$ cat config.mk
export PLATFORM = sky130hd
export DESIGN_NAME = mul_div_unit
export DESIGN_NICKNAME = d
export VERILOG_FILES = /design/src/rtl/mul_div_pkg.sv /design/src/rtl/mul_div_step.sv /design/src/rtl/mul_div_unit.sv
export SDC_FILE = /design/constraint.sdc
export NUM_CORES = 1
export LEC_CHECK = 0
export BUFFER_PORTS_ARGS = -buffer_cell sky130_fd_sc_hd__buf_4
export CAP_MARGIN = 10
export CORE_AREA = 3 3 95 97
export CTS_BUF_LIST = sky130_fd_sc_hd__clkbuf_16
export DETAILED_ROUTE_END_ITERATION = 6
export DIE_AREA = 0 0 98 100
export GPL_TIMING_DRIVEN = 0
export PLACE_DENSITY = 0.9
export SYNTH_ARGS = -nofsm -noshare
export SYNTH_HDL_FRONTEND = slang
export SYNTH_HIERARCHICAL = 1
export SYNTH_SLANG_ARGS = --single-unit
$ cat constraint.sdc
create_clock -name clk -period 6.55 [get_ports clk]
set_input_delay 1.31 -clock clk [delete_from_list [all_inputs] [get_ports clk]]
set_output_delay 1.31 -clock clk [all_outputs]
set_load 0.005 [all_outputs]
$ cat src/rtl/mul_div_pkg.sv
// Shared types, sizing constants and sign helpers for the multiply/divide unit.
package mul_div_pkg;

  localparam int WIDTH         = 16;
  localparam int ITER          = 16;
  localparam int MUL_START_BIT = 24;
  localparam int DIV_START_BIT = 25;

  typedef enum logic [1:0] {
    IDLE = 2'd0,
    RUN  = 2'd1,
    DONE = 2'd2
  } state_e;

  function automatic logic [WIDTH-1:0] cond_neg(input logic [WIDTH-1:0] v, input logic neg);
    return neg ? (~v + 16'd1) : v;
  endfunction

  // 0x8000 maps to itself, which the unsigned divider treats as 32768.
  function automatic logic [WIDTH-1:0] magnitude(input logic [WIDTH-1:0] v);
    return cond_neg(v, v[WIDTH-1]);
  endfunction

endpackage

$ cat src/rtl/mul_div_step.sv
// One iteration of the shared datapath: Booth add/sub + arithmetic shift, or
// restoring subtract + left shift. Divide path present only with MUL_DIV_UNIT_DIV_EN.
module mul_div_step
  import mul_div_pkg::*;
(
  input  logic             op_div,
  input  logic [WIDTH:0]   a,
  input  logic [WIDTH-1:0] q,
  input  logic             q_1,
  input  logic [WIDTH:0]   m,
  output logic [WIDTH:0]   a_nxt,
  output logic [WIDTH-1:0] q_nxt,
  output logic             q_1_nxt
);

  logic [WIDTH:0] booth_sum_s;

  // Booth recoding of the multiplier pair {q[0], q_1}
  always_comb begin
    case ({q[0], q_1})
      2'b01:   booth_sum_s = a + m;
      2'b10:   booth_sum_s = a - m;
      default: booth_sum_s = a;
    endcase
  end

`ifdef MUL_DIV_UNIT_DIV_EN
  logic [WIDTH:0] rem_sh_s;
  logic [WIDTH:0] trial_s;

  assign rem_sh_s = {a[WIDTH-1:0], q[WIDTH-1]};
  assign trial_s  = rem_sh_s - m;

  // Select multiply or divide iteration
  always_comb begin
    a_nxt   = {booth_sum_s[WIDTH], booth_sum_s[WIDTH:1]};
    q_nxt   = {booth_sum_s[0], q[WIDTH-1:1]};
    q_1_nxt = q[0];
    if (op_div) begin
      q_1_nxt = 1'b0;
      if (!trial_s[WIDTH]) begin
        a_nxt = trial_s;
        q_nxt = {q[WIDTH-2:0], 1'b1};
      end else begin
        a_nxt = rem_sh_s;
        q_nxt = {q[WIDTH-2:0], 1'b0};
      end
    end else begin
      a_nxt   = {booth_sum_s[WIDTH], booth_sum_s[WIDTH:1]};
      q_nxt   = {booth_sum_s[0], q[WIDTH-1:1]};
      q_1_nxt = q[0];
    end
  end
`else
  logic unused_op_s;

  assign unused_op_s = op_div;
  assign a_nxt       = {booth_sum_s[WIDTH], booth_sum_s[WIDTH:1]};
  assign q_nxt       = {booth_sum_s[0], q[WIDTH-1:1]};
  assign q_1_nxt     = q[0];
`endif

endmodule

$ cat src/rtl/mul_div_unit.sv
// Iterative signed 16x16 multiplier / 16/16 divider, one step per cycle.
// Divide support is built only when MUL_DIV_UNIT_DIV_EN is defined.
module mul_div_unit
  import mul_div_pkg::*;
(
  input  logic             clk,
  input  logic             rst,
  input  logic [31:0]      control_signal,
  input  logic [WIDTH-1:0] acc_in,
  input  logic [WIDTH-1:0] br_in,
  output logic [WIDTH-1:0] mr_out,
  output logic [WIDTH-1:0] acc_out,
  output logic             busy,
  output logic             done,
  output logic             div_by_zero
);

  state_e           state_r, state_nxt_s;
  logic [4:0]       cnt_r;
  logic [WIDTH:0]   a_r, m_r, m_init_s;
  logic [WIDTH-1:0] q_r, q_init_s;
  logic             q1_r;
  logic [WIDTH:0]   step_a_s;
  logic [WIDTH-1:0] step_q_s;
  logic             step_q1_s;
  logic             mul_start_s, div_start_s, div_zero_s, op_div_s;
  logic             start_acc_s, div_zero_acc_s, last_iter_s;
  logic             busy_nxt_s, done_nxt_s;
  logic [WIDTH-1:0] res_hi_s, res_lo_s;
  logic             unused_ctrl_s;

  assign mul_start_s    = control_signal[MUL_START_BIT];
  assign start_acc_s    = (state_r == IDLE) && (mul_start_s || div_start_s);
  assign div_zero_acc_s = (state_r == IDLE) && div_zero_s;
  assign last_iter_s    = (state_r == RUN) && (cnt_r == 5'(ITER - 1));

`ifdef MUL_DIV_UNIT_DIV_EN
  logic op_div_r, neg_q_r, neg_r_r;

  // MUL wins when both start bits are set
  assign div_start_s   = control_signal[DIV_START_BIT] & ~mul_start_s;
  assign div_zero_s    = div_start_s & (br_in == 16'h0000);
  assign op_div_s      = op_div_r;
  assign unused_ctrl_s = ^{control_signal[31:26], control_signal[23:0]};

  // Operation kind and result signs captured at start
  always_ff @(posedge clk) begin
    if (!rst) begin
      op_div_r <= 1'b0;
      neg_q_r  <= 1'b0;
      neg_r_r  <= 1'b0;
    end else if (start_acc_s) begin
      op_div_r <= div_start_s;
      neg_q_r  <= acc_in[WIDTH-1] ^ br_in[WIDTH-1];
      neg_r_r  <= acc_in[WIDTH-1];
    end else begin
      op_div_r <= op_div_r;
      neg_q_r  <= neg_q_r;
      neg_r_r  <= neg_r_r;
    end
  end
`else
  assign div_start_s   = 1'b0;
  assign div_zero_s    = 1'b0;
  assign op_div_s      = 1'b0;
  assign unused_ctrl_s = ^{control_signal[31:25], control_signal[23:0]};
`endif

  // State register
  always_ff @(posedge clk) begin
    if (!rst) begin
      state_r <= IDLE;
    end else begin
      state_r <= state_nxt_s;
    end
  end

  // Next-state logic; a zero divisor goes straight to DONE
  always_comb begin
    state_nxt_s = state_r;
    case (state_r)
      IDLE: begin
        if (mul_start_s) begin
          state_nxt_s = RUN;
        end else if (div_zero_s) begin
          state_nxt_s = DONE;
        end else if (div_start_s) begin
          state_nxt_s = RUN;
        end else begin
          state_nxt_s = IDLE;
        end
      end
      RUN: begin
        if (cnt_r == 5'(ITER - 1)) begin
          state_nxt_s = DONE;
        end else begin
          state_nxt_s = RUN;
        end
      end
      DONE:    state_nxt_s = IDLE;
      default: state_nxt_s = IDLE;
    endcase
  end

  // Status outputs are registered copies of the upcoming state
  always_comb begin
    busy_nxt_s = 1'b0;
    done_nxt_s = 1'b0;
    case (state_nxt_s)
      RUN:     busy_nxt_s = 1'b1;
      DONE:    done_nxt_s = 1'b1;
      default: begin
        busy_nxt_s = 1'b0;
        done_nxt_s = 1'b0;
      end
    endcase
  end

  // Operand preload: Booth takes raw operands, divide takes magnitudes
  always_comb begin
    q_init_s = br_in;
    m_init_s = {acc_in[WIDTH-1], acc_in};
`ifdef MUL_DIV_UNIT_DIV_EN
    if (div_start_s) begin
      q_init_s = magnitude(acc_in);
      m_init_s = {1'b0, magnitude(br_in)};
    end else begin
      q_init_s = br_in;
      m_init_s = {acc_in[WIDTH-1], acc_in};
    end
`endif
  end

  mul_div_step u_step (
    .op_div  (op_div_s),
    .a       (a_r),
    .q       (q_r),
    .q_1     (q1_r),
    .m       (m_r),
    .a_nxt   (step_a_s),
    .q_nxt   (step_q_s),
    .q_1_nxt (step_q1_s)
  );

  // Working registers and iteration counter
  always_ff @(posedge clk) begin
    if (!rst) begin
      a_r   <= 17'd0;
      q_r   <= 16'h0000;
      q1_r  <= 1'b0;
      m_r   <= 17'd0;
      cnt_r <= 5'd0;
    end else if (start_acc_s) begin
      a_r   <= 17'd0;
      q_r   <= q_init_s;
      q1_r  <= 1'b0;
      m_r   <= m_init_s;
      cnt_r <= 5'd0;
    end else if (state_r == RUN) begin
      a_r   <= step_a_s;
      q_r   <= step_q_s;
      q1_r  <= step_q1_s;
      m_r   <= m_r;
      cnt_r <= last_iter_s ? 5'd0 : cnt_r + 5'd1;
    end else begin
      a_r   <= a_r;
      q_r   <= q_r;
      q1_r  <= q1_r;
      m_r   <= m_r;
      cnt_r <= 5'd0;
    end
  end

  // Final result taken from the last step's outputs so it lands with done
  always_comb begin
    res_hi_s = step_a_s[WIDTH-1:0];
    res_lo_s = step_q_s;
`ifdef MUL_DIV_UNIT_DIV_EN
    if (op_div_r) begin
      res_hi_s = cond_neg(step_a_s[WIDTH-1:0], neg_r_r);
      res_lo_s = cond_neg(step_q_s, neg_q_r);
    end else begin
      res_hi_s = step_a_s[WIDTH-1:0];
      res_lo_s = step_q_s;
    end
`endif
  end

  // Registered outputs, held until the next completion
  always_ff @(posedge clk) begin
    if (!rst) begin
      busy        <= 1'b0;
      done        <= 1'b0;
      mr_out      <= 16'h0000;
      acc_out     <= 16'h0000;
      div_by_zero <= 1'b0;
    end else begin
      busy <= busy_nxt_s;
      done <= done_nxt_s;
      if (last_iter_s) begin
        mr_out  <= res_hi_s;
        acc_out <= res_lo_s;
      end else if (div_zero_acc_s) begin
        mr_out  <= acc_in;
        acc_out <= 16'hFFFF;
      end else begin
        mr_out  <= mr_out;
        acc_out <= acc_out;
      end
      if (start_acc_s) begin
        div_by_zero <= div_zero_acc_s;
      end else begin
        div_by_zero <= div_by_zero;
      end
    end
  end

endmodule

==> flow_metrics.env <==
export IMPL_routed_via_density=5.78
export IMPL_final_common_cell="nand2_1"
export IMPL_dieHeight_um=100
export IMPL_slowest_delay_ns=0.58
export IMPL_finalCritPeriodShare_pct=70.9
export IMPL_cts_resized_gates=0
export IMPL_start_util_pct=59.8
export IMPL_syn2layout_area_growth_pct=19.2
export IMPL_cts_sinks=91
export IMPL_place_inst=790
export IMPL_core_mm2=0.00822
export IMPL_maxCapViolCount=0
export IMPL_synth_ff_latch_count=91
export IMPL_die_x_um=98
export IMPL_nets=783
export IMPL_final_layout_size_suffix_gt1_share_pct=19.3
export IMPL_first_iter_violations=306
export IMPL_grt_ovfl_total=0
export IMPL_r2r_slack_ns=1.91
export IMPL_path_max_fanout=5
export IMPL_dieArea_mm2=0.00980
export IMPL_wire_per_inst_um=15.4
export IMPL_syn_cell_area_mm2=0.00491
export IMPL_totalWireLength_um=12400
export IMPL_grt_pass1_wl_um=20300
export IMPL_cts_tree="built"
export IMPL_synth_top_cell_by_area="dfxtp_1"
export IMPL_mostFrequentLayoutCells="nand2_1, dfxtp_1, buf_4"
export IMPL_cp_slowest_cell="or4b_1"
export IMPL_hold_buffers=0
export IMPL_fillers=619
export IMPL_dp_hpwl_um=9210
export IMPL_criticalPathCategory="flip-flop to flip-flop"
export IMPL_portBuffers=68
export IMPL_diodes=0
export IMPL_cts_htree_levels=3
export IMPL_gp_congestion=0.936
export IMPL_whs_ns=0.458
export IMPL_min_delay_path_depth=1
export IMPL_path_buf_inv=2
export IMPL_cp_required_ns=6.82
export IMPL_synth_ff_type="dfxtp_1"
export IMPL_async_flop_share_pct=0
export IMPL_crit_family="simple AND/OR/NAND/NOR gates"
export IMPL_grt_setup_unrepaired="no"
export IMPL_antenna_found_initial=0
export IMPL_cp_end_kind="flip-flop"
export IMPL_tightest_slew_ns=0.715
export IMPL_finalHoldViolCount=0
export IMPL_finalClockSkew_ns=0.00500
export IMPL_io_pins=101
export IMPL_powerDensity_mw_per_mm2=249
export IMPL_slew_headroom_pct=51.9
export IMPL_synth_area_leaders="dfxtp_1, nand2_1, a21boi_0, a21oi_1, ha_1"
export IMPL_yosysSeqAreaShare_pct=37.1
export IMPL_clock_path_buffers=2
export IMPL_first_pass_iters=5
export IMPL_post_cts_setup_buffers=0
export IMPL_drt_drc_violations_left=0
export IMPL_ys_types=62
export IMPL_clk_latency_ns=0.34
export IMPL_min_path_type="flip-flop to flip-flop"
export IMPL_yosys_area_top_type_share_pct=37.1
export IMPL_min_to="cnt_r[0]"
export IMPL_rows=33
export IMPL_synth_edf_count=0
export IMPL_tns_ns=0
export IMPL_via_count=4655
export IMPL_numCtsBuffers=9
export IMPL_reg2reg_depth=16
export IMPL_clk_pin_slew_ns=0.07
export IMPL_track_usage_pct=25.4
export IMPL_ir_drop_mv=0.152
export IMPL_holdCritStartpoint="cnt_r[0]"
export IMPL_timing_rr_end="a_r[16]"
export IMPL_cp_cell_sequence="inv_1, ha_1, or4b_4, nor4_1, nor2_1, xnor2_1, ha_1, o21ai_0, nor2_1, o41ai_1, a211oi_1, or4b_1, nand4_1, buf_4, nand2_1, a21oi_1"
export IMPL_synth_nets=704
export IMPL_status="complete, no violations"
export IMPL_first_global_vias=4418
export IMPL_drtAntennaViolNets=0
export IMPL_syn_avg_cell_area_um2=7.96
export IMPL_start_kind="flip-flop"
export IMPL_synth_cells=617
export IMPL_fin_cells=806
export IMPL_setup_violations=0
export IMPL_period_needed_ns=4.64
export IMPL_max_freq_mhz=215
export IMPL_r2r_start="m_r[0]"
export IMPL_grt_max_degree=17
export IMPL_p_leak_nw=2.35
export IMPL_yosysWarningCount=6
export IMPL_cp_data_arrival_time_ns=4.91
export IMPL_finalMaxSlewViolations=0
export IMPL_ctsRootBufferMaster="clkbuf_16"
[flip-flops by register name, indices dropped and copies added (netlist names)]
| register | cells |
|---|---|
| done | 1 |
| state_r | 2 |
| q1_r | 1 |
| cnt_r | 5 |
| q_r | 16 |
| m_r | 16 |
| a_r | 17 |
| acc_out | 16 |
| busy | 1 |
| mr_out | 16 |
[through the flow]
step | power, mW | setup slack [ns] | utilization (%) | cell area, µm²
after CTS | 1.46 | 2.01 | 71.2 | 5850
after floorplan | 0.848 | 2.85 | - | 4910
after global routing | 1.51 | 1.68 | 71.2 | 5850
after detailed placement | 0.931 | 2.12 | 67.6 | 5550
final | 1.46 | 1.91 | 71.2 | 5850
after global placement | 0.921 | 2.27 | 67.6 | 5550
[worst max-delay path by stage]
stage                   end    from  cells after the start  slack, ns
CTS                 a_r[16]  m_r[0]                     16       2.01
global placement    a_r[16]  m_r[0]                     16       2.27
floorplan           a_r[16]  m_r[0]                     16       2.85
detailed placement  a_r[16]  m_r[0]                     16       2.12
finish              a_r[16]  m_r[0]                     16       1.91
global route        a_r[16]  m_r[1]                     16       1.68
[routing by layer]
| layer | track usage, % | wire (µm) | vias to the layer above |
|---|---|---|---|
| met5 | 0 | 0 | - |
| met2 | 44.8 | 6130 | 184 |
| met3 | 4.86 | 779 | 35 |
| li1 | - | - | 2268 |
| met4 | 10.8 | 406 | 0 |
| met1 | 30.1 | 5130 | 2168 |
[cell families after synthesis]
group / count (synthesis) / synth area share, %
buffers and inverters: 65 / 7.64
and+or+nand+nor: 225 / 20.6
xor gates and xnor gates: 24 / 4.28
muxes: 5 / 1.07
adders and majority gates: 21 / 5.50
other: 1 / 0.0764
DFF: 91 / 37.1
AOI/OAI and AO/OA: 185 / 23.7
[Yosys cell counts (all sizes together) (4+ instances only)]
library cell	count
xnor2	22
nand2b	4
nand3b	4
ha	20
dfxtp	91
inv	14
or3	5
nand2	153
a21boi	50
a211oi	5
a21oi	50
and2	6
nand3	4
nor2	27
a21o	4
clkbuf	14
o21ai	36
nor3	4
o22ai	17
buf	37
[area by class of cell]
class | instances | area, µm² | area share, %
inverters | 14 | 52.6 | 0.898
flip-flops and latches | 91 | 1820 | 31.1
plain buffers | 51 | 323 | 5.52
clock buffers | 9 | 225 | 3.85
multi-input cells | 461 | 2710 | 46.4
clock inverters | 7 | 75.1 | 1.28
well taps | 105 | 131 | 2.24
repair buffers | 68 | 510 | 8.72
[where the power goes]
part	internal [mW]	switching, mW
Sequential	0.574	0.0175
Combinational	0.150	0.189
Clock	0.299	0.226
Note: power is estimated with default switching activity, not from simulation.
